[src/rtl/fft_pkg.sv]
// Shared types and constants for the 16-point FFT front end.
// Q16.16 complex samples, frame size and framer state encoding.
package fft_pkg;

    localparam int FFT_N = 16;
    localparam int DW = 32;
    localparam int Q_FRAC = 16;
    localparam logic [DW-1:0] ONE_Q16 = 32'h0001_0000;

    typedef struct packed {
        logic [DW-1:0] re;
        logic [DW-1:0] im;
    } cplx_t;

    typedef enum logic {
        FILL,
        FULL
    } state_t;

endpackage

[src/rtl/fft_frame_buf.sv]
// N-entry complex register file: one indexed write port,
// flat packed read of every entry (entry k at [DW*k +: DW]).
module fft_frame_buf
    import fft_pkg::*;
#(
    parameter int N  = FFT_N,
    parameter int AW = $clog2(N)
) (
    input  logic            clk,
    input  logic            rst_n,
    input  logic            we,
    input  logic [AW-1:0]   waddr,
    input  cplx_t           wdata,
    output logic [DW*N-1:0] rd_re,
    output logic [DW*N-1:0] rd_im
);

    cplx_t mem [N];

    always_ff @(posedge clk or negedge rst_n) begin
        if (!rst_n) begin
            for (int i = 0; i < N; i++) begin
                mem[i] <= '0;
            end
        end else if (we) begin
            mem[waddr] <= wdata;
        end
    end

    for (genvar k = 0; k < N; k++) begin : g_rd
        assign rd_re[DW*k +: DW] = mem[k].re;
        assign rd_im[DW*k +: DW] = mem[k].im;
    end

endmodule

[src/rtl/fft16_input_framer.sv]
// Streaming-to-parallel framer feeding the 16-point FFT core.
// One frame fills while the previous one is held on m_re/m_im.
module fft16_input_framer #(
    parameter int DW = 32,
    parameter int N  = 16
) (
    input  logic            clk,
    input  logic            rst_n,
    input  logic            s_valid,
    output logic            s_ready,
    input  logic [DW-1:0]   s_re,
    input  logic [DW-1:0]   s_im,
    input  logic            s_last,
    output logic            m_valid,
    input  logic            m_ready,
    output logic [DW*N-1:0] m_re,
    output logic [DW*N-1:0] m_im,
    output logic            err
);

    import fft_pkg::*;

    localparam int CW = $clog2(N);

    state_t state, state_nx;
    logic [CW-1:0] cnt;
    logic [DW*N-1:0] rd_re, rd_im;
    logic acc, out_free, at_end, early;
    logic buf_we, ld_live, ld_buf, err_nx;
    cplx_t smp;

    assign s_ready  = (state == FILL);
    assign acc      = s_valid && s_ready;
    assign out_free = !m_valid || m_ready;
    assign at_end   = (cnt == CW'(N-1));
    assign early    = s_last && !at_end;
    assign smp      = '{re: s_re, im: s_im};

    always_ff @(posedge clk or negedge rst_n) begin
        if (!rst_n) begin
            state <= FILL;
        end else begin
            state <= state_nx;
        end
    end

    always_comb begin
        state_nx = state;
        unique case (state)
            FILL: if (acc && at_end && !out_free) state_nx = FULL;
            FULL: if (m_ready) state_nx = FILL;
            default: state_nx = FILL;
        endcase
    end

    always_comb begin
        buf_we  = 1'b0;
        ld_live = 1'b0;
        ld_buf  = 1'b0;
        err_nx  = 1'b0;
        unique case (state)
            FILL: begin
                if (acc) begin
                    err_nx  = early || (at_end && !s_last);
                    buf_we  = !early && (!at_end || !out_free);
                    ld_live = at_end && out_free;
                end
            end
            FULL: ld_buf = m_ready;
            default: ;
        endcase
    end

    // Early s_last drops the partial frame; a full count always restarts.
    always_ff @(posedge clk or negedge rst_n) begin
        if (!rst_n) begin
            cnt <= '0;
        end else if (acc) begin
            cnt <= (early || at_end) ? '0 : cnt + 1'b1;
        end
    end

    always_ff @(posedge clk or negedge rst_n) begin
        if (!rst_n) begin
            m_valid <= 1'b0;
            m_re    <= '0;
            m_im    <= '0;
            err     <= 1'b0;
        end else begin
            err <= err_nx;
            if (ld_live) begin
                m_re    <= {s_re, rd_re[DW*(N-1)-1:0]};
                m_im    <= {s_im, rd_im[DW*(N-1)-1:0]};
                m_valid <= 1'b1;
            end else if (ld_buf) begin
                m_re    <= rd_re;
                m_im    <= rd_im;
                m_valid <= 1'b1;
            end else if (m_ready) begin
                m_valid <= 1'b0;
            end
        end
    end

    fft_frame_buf #(
        .N (N)
    ) u_buf (
        .clk   (clk),
        .rst_n (rst_n),
        .we    (buf_we),
        .waddr (cnt),
        .wdata (smp),
        .rd_re (rd_re),
        .rd_im (rd_im)
    );

endmodule

[config.mk]
export PLATFORM = sky130hd
export DESIGN_NAME = fft16_input_framer
export DESIGN_NICKNAME = d
export VERILOG_FILES = /design/src/rtl/fft_pkg.sv /design/src/rtl/fft_frame_buf.sv /design/src/rtl/fft16_input_framer.sv
export SDC_FILE = /design/constraint.sdc
export NUM_CORES = 2
export LEC_CHECK = 0
export ABC_AREA = 1
export CORE_AREA = 10 10 420 422
export DETAILED_ROUTE_END_ITERATION = 8
export DIE_AREA = 0 0 430 432
export GPL_ROUTABILITY_DRIVEN = 0
export GPL_TIMING_DRIVEN = 0
export PLACE_DENSITY = 0.72
export SYNTH_ARGS = -nofsm -noshare
export SYNTH_HDL_FRONTEND = slang
export SYNTH_SLANG_ARGS = --single-unit
export TNS_END_PERCENT = 5
[constraint.sdc]
create_clock -name clk -period 1.9 [get_ports clk]
set_input_delay 0.475 -clock clk [delete_from_list [all_inputs] [get_ports clk]]
set_output_delay 0.475 -clock clk [all_outputs]
set_load 0.05 [all_outputs]
* Word level (Yosys, flattened, before mapping) *
Index checks and enable logic that the tools add are counted.

operators by class
  add/subtract/negate cells = 1
  multipliers = 0
  divide/modulo/power cells = 0
  order comparisons = 2
  eq/ne operators = 1
  shift operators = 0
  multiplexer cells = 21
  bitwise logic cells = 2
  reductions and logical operators = 19

operators with widths
  operator                                                               number
  512-bit two-way mux                                                    4
  1024-bit bitwise mux                                                   1
  64-bit demux with 4-bit select                                         1
  64-bit two-way mux                                                     1
  1-bit two-way mux                                                      12
  1-bit logical AND                                                      8
  5-bit greater-or-equal comparator (second input constant)              1
  1-bit logical NOT                                                      5
  5-bit by 1-bit < comparator with 1-bit output (second input constant)  1
  4-bit inverter with 5-bit output                                       1
  4-bit by 1-bit adder with 4-bit output (second input constant)         1
  4-bit == test (second input constant)                                  1
  1-bit logical OR                                                       4
  4-bit two-way mux                                                      1
  3-bit nonzero test                                                     1
  1-bit one-hot mux with 2 select lines                                  1
  2-bit nonzero test                                                     1
  1-bit inverter                                                         1

word-level totals
  bits in registers = 2055
  bits in latches = 0
  RAM bits = 0
  bits in read-only memories = 0
  input bits = 69
  output and inout bits = 1027
  word-level logic and storage cells = 84
  memories kept = 0

* Depth between registers and ports, before layout *
  word-level depth = 7
  gate-level depth with buffers = 11
  gate-level depth less buffers = 8

* Modules after synthesis *
Synthesis repeated with hierarchy kept, for this count alone.

unflattened totals
  cell total of the unflattened synthesis = 9413
  area total of the unflattened synthesis = 83386.2 um^2

modules (own cells, without submodules)
  module              instances  cells each  area an instance (um^2)  seq. area each (um^2)
  fft_frame_buf       1          4845        42424.4                  25624.6
  fft16_input_framer  1          4568        40961.8                  25799.7

* Least setup slack after synthesis *
No wires, ideal clock.

  path kind = register to register
  start point = register m_valid
  end point = register m_re[231]
  setup time = 0.067 ns
  arrival time = 1.716 ns
  slack = 0.117 ns
  stages on the path, launching flop included = 9
  buffers on the path = 4
  clock period less this slack = 1.783 ns
  path through = dfrtp_1 > nand2_1 > nand3_1 > buf_2 > buf_2 > buf_2 > buf_2 > nand3_1 > nand2_1

between the ends
  longest elaborated chain between the ends = 6
  elaborated cells between the ends (all ways) = 7
  classes of those cells = mux (3); reduce/logical (4)

RTL lines
  what                                                              line                      RTL
  start: declaration                                                fft16_input_framer.sv:14  output logic m_valid,
  start signal: assignment                                          fft16_input_framer.sv:85  m_valid <= 1'b0;
  start signal: assignment                                          fft16_input_framer.sv:94  m_valid <= 1'b1;
  start signal: assignment                                          fft16_input_framer.sv:98  m_valid <= 1'b1;
  1-bit logical NOT (*)                                             fft16_input_framer.sv:34  assign out_free = !m_valid || m_ready;
  1-bit logical OR (*)                                              fft16_input_framer.sv:34
  1-bit logical AND (*)                                             fft16_input_framer.sv:66  ld_live = at_end && out_free;
  1-bit two-way mux (*)                                             fft16_input_framer.sv:63  if (acc) begin
  1-bit two-way mux (*)                                             fft16_input_framer.sv:61  unique case (state)
  512-bit two-way mux / 2-bit nonzero test (equally long branches)  -
  end signal: assignment                                            fft16_input_framer.sv:92  m_re <= {s_re, rd_re[DW*(N-1)-1:0]};
  end signal: assignment                                            fft16_input_framer.sv:96  m_re <= rd_re;
  end: declaration                                                  fft16_input_framer.sv:16  output logic [DW*N-1:0] m_re,

Mark *: on every way between the ends. The rest lies on a longest branch, timed or not.
A chain may end at the register's enable or synchronous reset.

* Final worst setup path *
  start point = register m_im[205]
  end point = output port m_im[205]

RTL lines
  what                      line                      RTL
  start: declaration        fft16_input_framer.sv:17  output logic [DW*N-1:0] m_im,
  start signal: assignment  fft16_input_framer.sv:93  m_im <= {s_im, rd_im[DW*(N-1)-1:0]};
  start signal: assignment  fft16_input_framer.sv:97  m_im <= rd_im;

No word-level cell between the ends.

==> results.sh <==
export IMPL_outcome="complete, but fails checks"
export IMPL_failed_checks="hold timing, setup timing"
export IMPL_floorplan_io_pins=1096
export IMPL_ys_dominant_reg_cell="sky130_fd_sc_hd__dfrtp_1"
export IMPL_global_route_peak_usage_layer="met2"
export IMPL_reg2reg_from="cnt[0]"
export IMPL_die_h_um=432
export IMPL_synthesis_nets=9212
export IMPL_initial_core_util_pct=48.5
export IMPL_power_density_nw_per_um2=994
export IMPL_ctsLongestPathBuffers=3
export IMPL_critPathMaxStageDelay_ns=0.52
export IMPL_critical_path_top_delay_family="buffers and inverters"
export IMPL_grt_antenna_before_repair=28
export IMPL_vdd_ir_drop_worst_mv=0.987
export IMPL_ant_nets=0
export IMPL_first_global_vias=70900
export IMPL_pwr_share_seq_pct=49.7
export IMPL_design_die_area_um2=186000
export IMPL_timing_critical_path_arrival_ns=1.84
export IMPL_wl_per_cell_um=27.9
export IMPL_nets=10500
export IMPL_drc_errors=0
export IMPL_setup_worst_path_start_class="flop"
export IMPL_via_total_after_detailed_routing=74300
export IMPL_vias_per_cell=5.78
export IMPL_h_tree_depth=4
export IMPL_report_final_hold_viol_count=113
export IMPL_tightest_slew_ns=1.42
export IMPL_ys_seq_area_share_pct=63.0
export IMPL_grt_max_degree=194
export IMPL_async_flop_share_pct=100
export IMPL_critical_path_cell_chain="clkdlybuf4s15_2"
export IMPL_fin_crit_ns=2.31
export IMPL_clock_power_share_pct=41.9
export IMPL_finalClockSkew_ns=0.0314
export IMPL_hold_class="in2async"
export IMPL_timing_reg2reg_setup_slack_ns=-0.40
export IMPL_ys_seq_elements=2055
export IMPL_worstPathRequired_ns=1.42
export IMPL_worst_slack_ns=-0.411
export IMPL_drt_iter0_drc=9361
export IMPL_gr_usage_met3_pct=10.4
export IMPL_regToRegEndpoint="u_buf.rd_re[390]"
export IMPL_sw_frac_of_total_pct=26.4
export IMPL_clock_sinks=2055
export IMPL_comb_power_share_pct=8.4
export IMPL_timing_max_transition_violations_final=0
export IMPL_path_buf_inv=1
export IMPL_power_report_internal_total_w=0.0751
export IMPL_critPathSlowestCell="sky130_fd_sc_hd__clkdlybuf4s15_2"
export IMPL_synthesis_area_per_instance_um2=8.93
export IMPL_netSwitchingPower_w=0.0270
export IMPL_cts_tree="done"
export IMPL_yosysWarningCount=0
export IMPL_cts_bufs_inserted=204
export IMPL_grt_use_total_pct=37.4
export IMPL_gr_total_overflow=0
export IMPL_die_x_um=430
export IMPL_groute_layer_met1_usage_pct=44.8
export IMPL_syn2layout_area_growth_pct=25.9
export IMPL_hold_worst_slack_ns=-0.477
export IMPL_postSynthCellCount=9138
export IMPL_cp_end_kind="output pin"
export IMPL_clock_root_buffer="sky130_fd_sc_hd__clkbuf_16"
export IMPL_setup_violations_final=3051
export IMPL_yosys_cell_count_top_type="sky130_fd_sc_hd__nand2_1"
export IMPL_clk_transition_reported_paths_ns=0.06
export IMPL_yosys_top_cells_count="sky130_fd_sc_hd__nand2_1 (4047), sky130_fd_sc_hd__dfrtp_1 (2055), sky130_fd_sc_hd__nand3_1 (2055)"
export IMPL_synth_top_cells_by_area="sky130_fd_sc_hd__dfrtp_1 (63%), sky130_fd_sc_hd__nand2_1 (19%), sky130_fd_sc_hd__nand3_1 (13%)"
export IMPL_groute_layer_met2_usage_pct=55.7
export IMPL_row_count=151
export IMPL_final_period_utilization_pct=122
export IMPL_timing_critical_path_fanout_max=2
export IMPL_global_route_wire_length_before_repair_um=504000
export IMPL_achievable_frequency_mhz=433
export IMPL_synth_edff_count=0
export IMPL_depth_of_the_worst_register_to_register_path=8
export IMPL_dr_pass1_iters=8
export IMPL_clk_insertion_delay_late_ns=0.87
export IMPL_post_dp_hpwl_um=256000
export IMPL_grt_setup_unrepaired="true"
export IMPL_synth_cell_types=19
export IMPL_design_core_area_um2=168000
export IMPL_final_layout_size_suffix_gt1_share_pct=15.4
export IMPL_synth_top_area_share_pct=63.0
export IMPL_cellLeakagePower_nw=58.6
export IMPL_final_wirelength_um=359000
export IMPL_synth_area_um2=81600
export IMPL_path_class="reg2out"
export IMPL_total_power_w=0.102
export IMPL_synth_top_area_cell="sky130_fd_sc_hd__dfrtp_1"
export IMPL_cap_viol_max_count=0
export IMPL_worst_slew_margin_pct=5.15
export IMPL_port_buffers=1031
[flip-flops by register name (all words and copies together), names as in the netlist]
name         flops
m_valid          1
err              1
u_buf.rd_re    512
m_re           512
cnt              4
u_buf.rd_im    512
state            1
m_im           512
[timing repair]
item | in CTS | in global routing
buffers inserted | 17 | 4
endpoints found under the setup margin | 3581 | 3588
hold endpoints to repair | 113 | 113
gates cloned | 20 | 6
pin swaps | 13 | 3
resized for setup | 1808 | 1181
[layer usage]
| layer | vias up | routed length (um) |
|---|---|---|
| met5 | - | 102 |
| met4 | 14 | 39500 |
| met3 | 1191 | 38000 |
| met2 | 4582 | 155000 |
| met1 | 36600 | 126000 |
| li1 | 31800 | - |
[layout by cell type, fill, tap and decap left out, drive strengths merged, types with 23 or more instances in the layout]
cell type,netlist,final
nand2,4059,4059
inv,80,88
buf,402,494
nand3,2056,2056
clkinv,0,39
o21ai,69,69
dfrtp,2055,2055
clkdlybuf4s15,0,283
dlygate4sd2,0,330
nor2,23,23
clkbuf,388,1081
[cell families after synthesis]
logic type | synth area share (%)
AO/OA/AOI/OAI | 0.423
adder cells (fa/ha/maj) | 0.0767
buffers and inverters | 5.03
flip-flops | 63.0
AND/OR/NAND/NOR | 31.5
[power groups by stage]
stage / registers [W] / logic [W] / clock network, W
after floorplan: 0.0509 / 0.00431 / 0
after global placement: 0.0516 / 0.00709 / 0
after detailed placement: 0.0514 / 0.00829 / 0
after CTS: 0.0506 / 0.00836 / 0.0429
after global routing: 0.0511 / 0.00948 / 0.0446
final: 0.0508 / 0.00855 / 0.0428
[how the worst max path moves through the flow]
stage | from | to | slack, ns | cells past startpoint
2_1_floorplan | m_valid | m_re[231] | 0.12 | 8
3_3_place_gp | rst_n | m_im[364] | -90.49 | 1
3_5_place_dp | m_ready | m_re[425] | -2.02 | 7
4_1_cts | m_re[36] | m_re[36] | -0.49 | 1
5_1_grt | cnt[1] | u_buf.rd_re[111] | -0.41 | 7
6_report | m_im[205] | m_im[205] | -0.41 | 1
[cell type report]
cell class | instances | area [um^2]
antenna | 16 | 40.0
tap | 2218 | 2780
fill | 14500 | 65600
sequential | 2055 | 51400
timing repair buffer | 1107 | 10100
clock inverter | 69 | 908
inverter | 80 | 303
clock buffer | 305 | 6180
buffer | 789 | 4550
multi-input combinational | 6213 | 26400
[through the flow]
stage | instances | cell area [um^2] | util (%) | TNS, ns | worst slack (ns)
after detailed placement | 12400 | 95600 | 56.8 | -3540.89 | -2.02
after CTS | 12800 | 103000 | 61.5 | -1099.45 | -0.485
after global routing | 12800 | 103000 | 61.0 | -938.13 | -0.406
final | 12900 | 103000 | 61.0 | -696.91 | -0.411
after global placement | 12400 | 94700 | 56.3 | - | -90.49
after floorplan | 9138 | 81600 | - | 0 | 0.117
No activity file was read; power rests on OpenSTA's default activity.
